===== src/rtl/lenet_pkg.sv =====
// lenet_pkg: constants and helpers shared by the LeNet-5 datapath stages.
//   DATA_W   - width of a signed feature-map sample
//   *_LEN    - square feature-map edge lengths of layers C1, S2, C3, S4
//   sample_t - signed sample type
//   max2     - signed maximum of two samples
package lenet_pkg;

  localparam int DATA_W = 16;

  localparam int C1_LEN = 28;
  localparam int S2_LEN = 14;
  localparam int C3_LEN = 10;
  localparam int S4_LEN = 5;

  typedef logic signed [DATA_W-1:0] sample_t;

  function automatic sample_t max2(input sample_t a, input sample_t b);
    return (a > b) ? a : b;
  endfunction

endpackage


===== src/rtl/pool_line_buf.sv =====
// pool_line_buf: simple dual-port line buffer for pooling stages.
// Holds one row's worth of horizontal pair maxima.
// Ports:
//   clk     - clock
//   wr_en   - write strobe
//   wr_addr - write address
//   wr_data - write data
//   rd_en   - read strobe; rd_data updates only when high
//   rd_addr - read address
//   rd_data - registered read data (old contents on a same-address write)
// No reset: every entry is written before it is read.
module pool_line_buf #(
  parameter int DEPTH  = 14,
  parameter int WIDTH  = 16,
  parameter int ADDR_W = $clog2(DEPTH)
) (
  input  logic              clk,
  input  logic              wr_en,
  input  logic [ADDR_W-1:0] wr_addr,
  input  logic [WIDTH-1:0]  wr_data,
  input  logic              rd_en,
  input  logic [ADDR_W-1:0] rd_addr,
  output logic [WIDTH-1:0]  rd_data
);

  logic [WIDTH-1:0] mem [DEPTH];
  logic [WIDTH-1:0] rd_data_reg;

  always_ff @(posedge clk) begin
    if (wr_en) begin
      mem[wr_addr] <= wr_data;
    end
    if (rd_en) begin
      rd_data_reg <= mem[rd_addr];
    end
  end

  assign rd_data = rd_data_reg;

endmodule


===== src/rtl/maxpool2x2_stream.sv =====
// maxpool2x2_stream: streaming 2x2 stride-2 max pooling (LeNet-5 S2).
// Consumes one row-major sample per cycle while en is high and emits one
// pooled maximum per 2x2 window, one cycle after the window's last sample.
// Ports:
//   clk        - rising-edge clock
//   rst_n      - synchronous active-low reset
//   en         - din valid / accept this cycle
//   din        - signed input sample
//   dout       - signed pooled maximum (held between pulses)
//   dout_valid - one-cycle pulse, dout valid
//   frame_done - pulse coincident with the last dout_valid of a frame
//   busy       - high from first accepted sample of a frame until frame_done
module maxpool2x2_stream
  import lenet_pkg::*;
#(
  parameter int DATA_W  = lenet_pkg::DATA_W,
  parameter int IN_COLS = lenet_pkg::C1_LEN,
  parameter int IN_ROWS = lenet_pkg::C1_LEN
) (
  input  logic              clk,
  input  logic              rst_n,
  input  logic              en,
  input  logic [DATA_W-1:0] din,
  output logic [DATA_W-1:0] dout,
  output logic              dout_valid,
  output logic              frame_done,
  output logic              busy
);

  localparam int COL_W     = $clog2(IN_COLS);
  localparam int ROW_W     = $clog2(IN_ROWS);
  localparam int BUF_DEPTH = IN_COLS / 2;
  localparam int ADDR_W    = $clog2(BUF_DEPTH);

  function automatic logic signed [DATA_W-1:0] smax(
    input logic signed [DATA_W-1:0] a,
    input logic signed [DATA_W-1:0] b
  );
    return (a > b) ? a : b;
  endfunction

  logic [COL_W-1:0]         col_reg;
  logic [ROW_W-1:0]         row_reg;
  logic signed [DATA_W-1:0] pair_reg;
  logic signed [DATA_W-1:0] dout_reg;
  logic                     valid_reg;
  logic                     done_reg;
  logic                     busy_reg;

  logic                     col_last;
  logic                     row_last;
  logic                     buf_wr;
  logic                     emit;
  logic                     last;
  logic [ADDR_W-1:0]        buf_addr;
  logic [DATA_W-1:0]        line_rd;
  logic signed [DATA_W-1:0] pair_max;
  logic signed [DATA_W-1:0] win_max;

  assign col_last = (col_reg == COL_W'(IN_COLS - 1));
  assign row_last = (row_reg == ROW_W'(IN_ROWS - 1));
  assign buf_addr = ADDR_W'(col_reg >> 1);

  assign pair_max = smax(pair_reg, $signed(din));
  assign win_max  = smax($signed(line_rd), pair_max);

  assign buf_wr = en && col_reg[0] && !row_reg[0];
  assign emit   = en && col_reg[0] && row_reg[0];
  assign last   = emit && row_last && col_last;

  // The read port is strobed by en, so the even-column sample of an odd row
  // fetches line_buf[col>>1] and it is held, across any en gap, until the
  // matching odd-column sample arrives. This keeps a registered read without
  // adding output latency.
  pool_line_buf #(
    .DEPTH (BUF_DEPTH),
    .WIDTH (DATA_W),
    .ADDR_W(ADDR_W)
  ) u_line_buf (
    .clk    (clk),
    .wr_en  (buf_wr),
    .wr_addr(buf_addr),
    .wr_data(pair_max),
    .rd_en  (en),
    .rd_addr(buf_addr),
    .rd_data(line_rd)
  );

  always_ff @(posedge clk) begin
    if (!rst_n) begin
      col_reg   <= '0;
      row_reg   <= '0;
      pair_reg  <= '0;
      dout_reg  <= '0;
      valid_reg <= 1'b0;
      done_reg  <= 1'b0;
      busy_reg  <= 1'b0;
    end else begin
      valid_reg <= emit;
      done_reg  <= last;

      if (en) begin
        if (col_last) begin
          col_reg <= '0;
          row_reg <= row_last ? '0 : row_reg + 1'b1;
        end else begin
          col_reg <= col_reg + 1'b1;
        end

        if (!col_reg[0]) begin
          pair_reg <= $signed(din);
        end

        if (emit) begin
          dout_reg <= win_max;
        end
      end

      // Frame end wins; a frame start can never coincide with it.
      if (last) begin
        busy_reg <= 1'b0;
      end else if (en && col_reg == '0 && row_reg == '0) begin
        busy_reg <= 1'b1;
      end
    end
  end

  assign dout       = dout_reg;
  assign dout_valid = valid_reg;
  assign frame_done = done_reg;
  assign busy       = busy_reg;

endmodule


===== config.mk =====
export PLATFORM = sky130hd
export DESIGN_NAME = maxpool2x2_stream
export DESIGN_NICKNAME = d
export VERILOG_FILES = /design/src/rtl/lenet_pkg.sv /design/src/rtl/pool_line_buf.sv /design/src/rtl/maxpool2x2_stream.sv
export SDC_FILE = /design/constraint.sdc
export NUM_CORES = 1
export LEC_CHECK = 0
export ABC_AREA = 1
export BUFFER_PORTS_ARGS = -buffer_cell sky130_fd_sc_hd__buf_2
export CAP_MARGIN = 20
export CORE_MARGIN = 8
export CORE_UTILIZATION = 37
export CTS_CLUSTER_DIAMETER = 50
export DETAILED_ROUTE_END_ITERATION = 10
export HOLD_SLACK_MARGIN = 0.06
export PLACE_DENSITY = 0.62
export SLEW_MARGIN = 10
export SYNTH_ARGS = -nofsm -noshare
export SYNTH_HDL_FRONTEND = slang
export SYNTH_SLANG_ARGS = --single-unit

===== constraint.sdc =====
create_clock -name clk -period 4.05 [get_ports clk]
set_input_delay 1.215 -clock clk [delete_from_list [all_inputs] [get_ports clk]]
set_output_delay 1.215 -clock clk [all_outputs]
set_load 0.02 [all_outputs]

# Word-level counts from Yosys, hierarchy flattened
# Memories as Yosys holds them, arrays and structs flattened. A register that Yosys moved wholly into a read port is not among the register bits.
# Cells that the tools add are included.
# totals
in_bits	19
regBits	45
mem_count	1
output_inout_bits	19
ramBits	224
# classes
addsub	2
n_mux	6
reduce_logical	14
eq_ne	2
bitwise_logic	2
order_cmp	2
# memory_table
name	depth	word_bits	rd	rd_clocked_by_memory_dff	write_ports	line_no	source
u_line_buf.mem	14	16	1	1	1	pool_line_buf.sv:26	logic [WIDTH-1:0] mem [DEPTH];
# op_table
op	n
$gt 16x16->1	2
$mux 16	2
$add 5x1->5 const B	2
$eq 5x5->1 const B	2
$logic_not 5->1	2
$mux 5	2
$logic_and 1x1->1	7
$reduce_and 2->1	3
$mux 1	2
$not 1->1	2
$reduce_or 2->1	1
$logic_not 1->1	1

# Longest topological paths before layout
# logic_depth
word_depth	5
ltp_mapped	33

# By module
# Synthesis repeated with hierarchy kept, for this count alone.
# unflattened
cells_unflattened	1364
hier_area_um2	13307.8
# modules_own_cells
module	instances	seq_area_each_um2	cells_each	area_each_um2
pool_line_buf	1	7206.9	883	9902.0
maxpool2x2_stream	1	900.9	481	3405.8

# Worst setup path before layout
# Ideal clock, no wire load.
# synth_path
kind	input -> register
from	input din[15]
to	register dout_reg[0] (netlist: dout[0])
arrival_ns	4.165
slack_ns	-0.253
stages	20
setup_time_ns	0.138
path_cell_list	inv_1 -> ha_1 -> a21oi_1 -> o21ai_1 -> a21oi_2 -> nand3_2 -> nand3_4 -> buf_12 -> nand2_4 -> nand2_1 -> inv_1 -> ha_1 -> nand4_1 -> nor3b_2 -> nand3_1 -> nand3_4 -> buf_6 -> nand3_1 -> nand2_1 -> a21oi_1
# synth_via
elab_chain_len	4
# synth_lines
item	line_no	source
from (decl)	maxpool2x2_stream.sv:23	input logic [DATA_W-1:0] din,
$gt 16x16->1	maxpool2x2_stream.sv:39	return (a > b) ? a : b;
$mux 16 *	maxpool2x2_stream.sv:39	
named net pair_max[15]	maxpool2x2_stream.sv:57	logic signed [DATA_W-1:0] pair_max;
$gt 16x16->1 *	maxpool2x2_stream.sv:39	
$mux 16 *	maxpool2x2_stream.sv:39	
to (signal assigned)	maxpool2x2_stream.sv:115	dout_reg <= win_max;
to (decl)	maxpool2x2_stream.sv:45	logic signed [DATA_W-1:0] dout_reg;
# The timed path passes the listed nets; every way through them passes the cells marked *.
# A chain may end at the register's enable or synchronous reset.

# Worst setup path after layout
# layout_path
from	input din[9]
to	register dout_reg[14] (netlist: dout[14])
# layout_via
elab_chain_len	4
# layout_lines
item	line_no
$gt 16x16->1	maxpool2x2_stream.sv:39
$mux 16	maxpool2x2_stream.sv:39
named net pair_max[15]	maxpool2x2_stream.sv:57
$gt 16x16->1	maxpool2x2_stream.sv:39
$mux 16	maxpool2x2_stream.sv:39
# The timed path passes the listed nets, and every way through them passes these cells.

==> load_flow_metrics.sql <==
INSERT INTO impl_metrics (metric_group, metric, value, unit) VALUES
('outcome', 'status', 'complete, but fails checks', ''),
('outcome', 'failing_checks', 'setup timing', ''),
('logic_synthesis', 'synth_top_flop_cell', 'sky130_fd_sc_hd__edfxtp_1', ''),
('detailed_routing', 'detail_route.wl_per_cell', '19.5', 'um'),
('detailed_routing', 'antenna_violating_nets_post_route', '0', ''),
('logic_synthesis', 'synth_enable_flop_cells', '240', ''),
('sta', 'finalCritPeriodShare', '101', '%'),
('logic_synthesis', 'synth_largest_area_cell', 'sky130_fd_sc_hd__edfxtp_1', ''),
('placed_design', 'post-place-ws', '-0.561', 'ns'),
('placed_design', 'gp_congestion', '0.821', ''),
('cts', 'cts_max_level', '2', ''),
('placed_design', 'detailedPlacementHpwl', '20.4', 'mm'),
('logic_synthesis', 'synth.top_cells.by_count', '240 x sky130_fd_sc_hd__edfxtp_1, 165 x sky130_fd_sc_hd__nand2_1, 92 x sky130_fd_sc_hd__inv_1, 66 x sky130_fd_sc_hd__nor2_1, 58 x sky130_fd_sc_hd__nand3_1', ''),
('sta', 'timing_max_transition_violations_final', '0', ''),
('global_route', 'antenna_found_initial', '0', ''),
('critical_path', 'timing.critical_path.buf_inv', '5', ''),
('logic_synthesis', 'yosys_register_bits', '285', ''),
('hold_path', 'min_delay_worst_endpoint', 'dout[11]$_SDFFE_PN0P_', ''),
('global_route', 'track_usage', '16.3', '%'),
('cts', 'cts.path.max_buffers', '3', ''),
('detailed_routing', 'dr_total_vias', '8727', ''),
('logic_synthesis', 'synth_fp_nets', '1105', ''),
('finish', 'summed_area_of_non_filler_cells_in_the_final_layout', '15600', 'um^2'),
('finish', 'layout-area-overhead-vs-synth', '27.1', '%'),
('detailed_routing', 'detail_route.vias_per_cell', '5.20', ''),
('detailed_routing', 'wirelength', '32.8', 'mm'),
('logic_synthesis', 'post-synth-top-area-fraction', '58.6', '%'),
('critical_path', 'critPathMaxFanout', '8', ''),
('run', 'drv.max_cap_violation_count', '0', ''),
('sta', 'rsz_0062_raised_after_global_routing', 'yes', ''),
('cts', 'clock_tree_from_tritoncts', 'built', ''),
('placed_design', 'post_dp_cell_area', '14000', 'um^2'),
('sta', 'setup-violations-final', '1', ''),
('finish', 'largest_reg_flops', '224', ''),
('critical_path', 'arrival_time_worst_endpoint', '4.42', 'ns'),
('placed_design', 'dp_cells', '1595', ''),
('critical_path', 'max_stage_delay', '0.31', 'ns'),
('cts', 'cts.hold.buffers_added', '0', ''),
('logic_synthesis', 'async_flop_share', '0', '%'),
('power_and_ir_drop', 'p_per_area', '472', 'nW/um^2'),
('sta', 'final_hold_fails', '0', ''),
('power_and_ir_drop', 'p_leak', '5.79', 'nW'),
('sta', 'worst-slew-pin-transition', '1.02', 'ns'),
('global_route', 'grt_first_pass_wirelength', '49.6', 'mm'),
('logic_synthesis', 'post_synth.cell_area_avg', '11.7', 'um^2'),
('sta', 'setup_slack', '-0.0266', 'ns'),
('detailed_routing', 'detailedRoute.firstPassIterationCount', '5', ''),
('critical_path', 'startpoint_type', 'input port', ''),
('logic_synthesis', 'netlist-cell-type-count', '36', ''),
('detailed_routing', 'dr.first_iter.drc_count', '677', ''),
('critical_path', 'worst_path_dominant_cell_family', 'simple AND/OR/NAND/NOR gates', ''),
('critical_path', 'ff2ff_path_depth', '22', ''),
('hold_path', 'timing.hold.worst_path_depth', '2', ''),
('critical_path', 'worstReg2RegStart', 'pair_reg[11]$_SDFFE_PN0P_', ''),
('logic_synthesis', 'synthMostInstantiatedCell', 'sky130_fd_sc_hd__edfxtp_1', ''),
('cts', 'clockRootBuffer', 'sky130_fd_sc_hd__clkbuf_16', ''),
('finish', 'largest_register', 'u_line_buf.mem', ''),
('finish', 'post_layout_nonfiller_instances', '1677', ''),
('finish', 'final_layout_net_count', '1265', ''),
('cts', 'numCtsBuffers', '34', ''),
('power_and_ir_drop', 'vdd.ir_drop.worst', '0.300', 'mV'),
('critical_path', 'reg2reg_setup_slack', '0.38', 'ns'),
('floorplanning', 'rows', '66', ''),
('global_route', 'vias_in_the_first_global_route', '8752', ''),
('logic_synthesis', 'netlist_top_cells_area', 'sky130_fd_sc_hd__edfxtp_1 59%, sky130_fd_sc_hd__dfxtp_1 7.3%, sky130_fd_sc_hd__nand2_1 5.0%, sky130_fd_sc_hd__ha_1 3.7%, sky130_fd_sc_hd__a22oi_1 2.9%', ''),
('critical_path', 'worst_setup_path_end_kind', 'flop', ''),
('logic_synthesis', 'synthesis.yosys.warnings', '0', ''),
('global_route', 'globalRouteOverflowTotal', '0', ''),
('critical_path', 'reg2reg_to', 'dout[14]$_SDFFE_PN0P_', ''),
('cts', 'clk_transition_reported_paths', '0.05', 'ns'),
('sta', 'finalClockSkew', '0.0252', 'ns');
worst register-to-register path, cell delays in order, from the launching register on:
cell	delay (ns)
sky130_fd_sc_hd__dfxtp_1	0.36
sky130_fd_sc_hd__ha_4	0.30
sky130_fd_sc_hd__nand4_1	0.15
sky130_fd_sc_hd__nor3_4	0.30
sky130_fd_sc_hd__nand2_4	0.11
sky130_fd_sc_hd__nand2_4	0.09
sky130_fd_sc_hd__nand2_4	0.09
sky130_fd_sc_hd__nand3_4	0.18
sky130_fd_sc_hd__buf_12	0.17
sky130_fd_sc_hd__nand2_4	0.06
sky130_fd_sc_hd__nand2_4	0.08
sky130_fd_sc_hd__inv_2	0.06
sky130_fd_sc_hd__ha_4	0.26
sky130_fd_sc_hd__nand4_1	0.15
sky130_fd_sc_hd__nor3b_2	0.31
sky130_fd_sc_hd__nand2_2	0.13
sky130_fd_sc_hd__nand2_2	0.11
sky130_fd_sc_hd__nand2_4	0.08
sky130_fd_sc_hd__buf_6	0.13
sky130_fd_sc_hd__nand3_4	0.13
sky130_fd_sc_hd__nand3_2	0.11
sky130_fd_sc_hd__nand2_2	0.08
sky130_fd_sc_hd__a21oi_2	0.05
layer usage:
metal / wire [um] / part of all wire [%] / GRT usage (%)
met1: 13600 / 42 / 20.7
met2: 16000 / 49 / 28.0
met3: 2110 / 6.4 / 2.72
met4: 957 / 2.9 / 5.39
met5: 0 / 0 / 0
timing repair:
action | in CTS | in global routing
pin swaps | 11 | 48
buffers inserted | 8 | 9
resized for setup | 3 | 89
gates cloned | 2 | 2
endpoints found under the setup margin | 3 | 16
cell families (layout without fill, tap and decap cells):
kind of cell    Yosys count  count (layout)  share of synthesized area (%)
flops                   285             285                           66.0
fa+ha+maj                36              36                           3.66
xor+xnor                  1               1                         0.0713
compound gates          171             171                           8.86
buf+inv                 153             335                           5.14
simple gates            404             407                           16.3
layout make-up:
class / instances / area share, %
Tap cell: 442 / 3.54
Multi-Input combinational cell: 615 / 26.2
Clock buffer: 39 / 5.57
Inverter: 99 / 2.56
Sequential cell: 285 / 51.9
Timing Repair Buffer: 175 / 8.88
Clock inverter: 22 / 1.33
cells in the final DEF, fill, tap and decap left out, drive strengths merged, types with 3 or more instances in the layout:
cell type and instances:
o21ai 22, a21oi 49, clkinv 17, inv 100
clkbuf 40, a31oi 48, nor2 67, buf 174
edfxtp 240, nand2 179, nor3 30, a22oi 48
or4 16, ha 36, clkinvlp 3, dfxtp 45
nand3 75, nand4 38
per-stage QoR:
stage,total power [mW],utilization (%),setup TNS (ns)
2_1_floorplan,3.95,-,-0.532
3_3_place_gp,4.31,42.8,-6.62
3_5_place_dp,4.33,42.8,-7.73
4_1_cts,7.28,46.4,0
5_1_grt,7.63,47.9,-1.85
6_report,7.36,47.9,-0.0266
where the power goes:
| part | internal (mW) | switching, mW | total (mW) |
|---|---|---|---|
| clock network | 1.65 | 1.25 | 2.90 |
| logic | 0.453 | 0.649 | 1.10 |
| registers | 3.32 | 0.0404 | 3.36 |
worst max-delay path by stage:
| stage | from | to | slack [ns] | cells past startpoint |
|---|---|---|---|---|
| detailed placement | din[5] | dout[0]$_SDFFE_PN0P_ | -0.56 | 25 |
| global route | din[11] | dout[14]$_SDFFE_PN0P_ | -0.16 | 24 |
| finish | din[9] | dout[14]$_SDFFE_PN0P_ | -0.03 | 24 |
| CTS | din[5] | dout[7]$_SDFFE_PN0P_ | 0.01 | 25 |
| global placement | din[5] | dout[3]$_SDFFE_PN0P_ | -0.45 | 28 |
| floorplan | din[10] | dout[6]$_SDFFE_PN0P_ | -0.06 | 23 |
(Power assumes the default switching activity.)
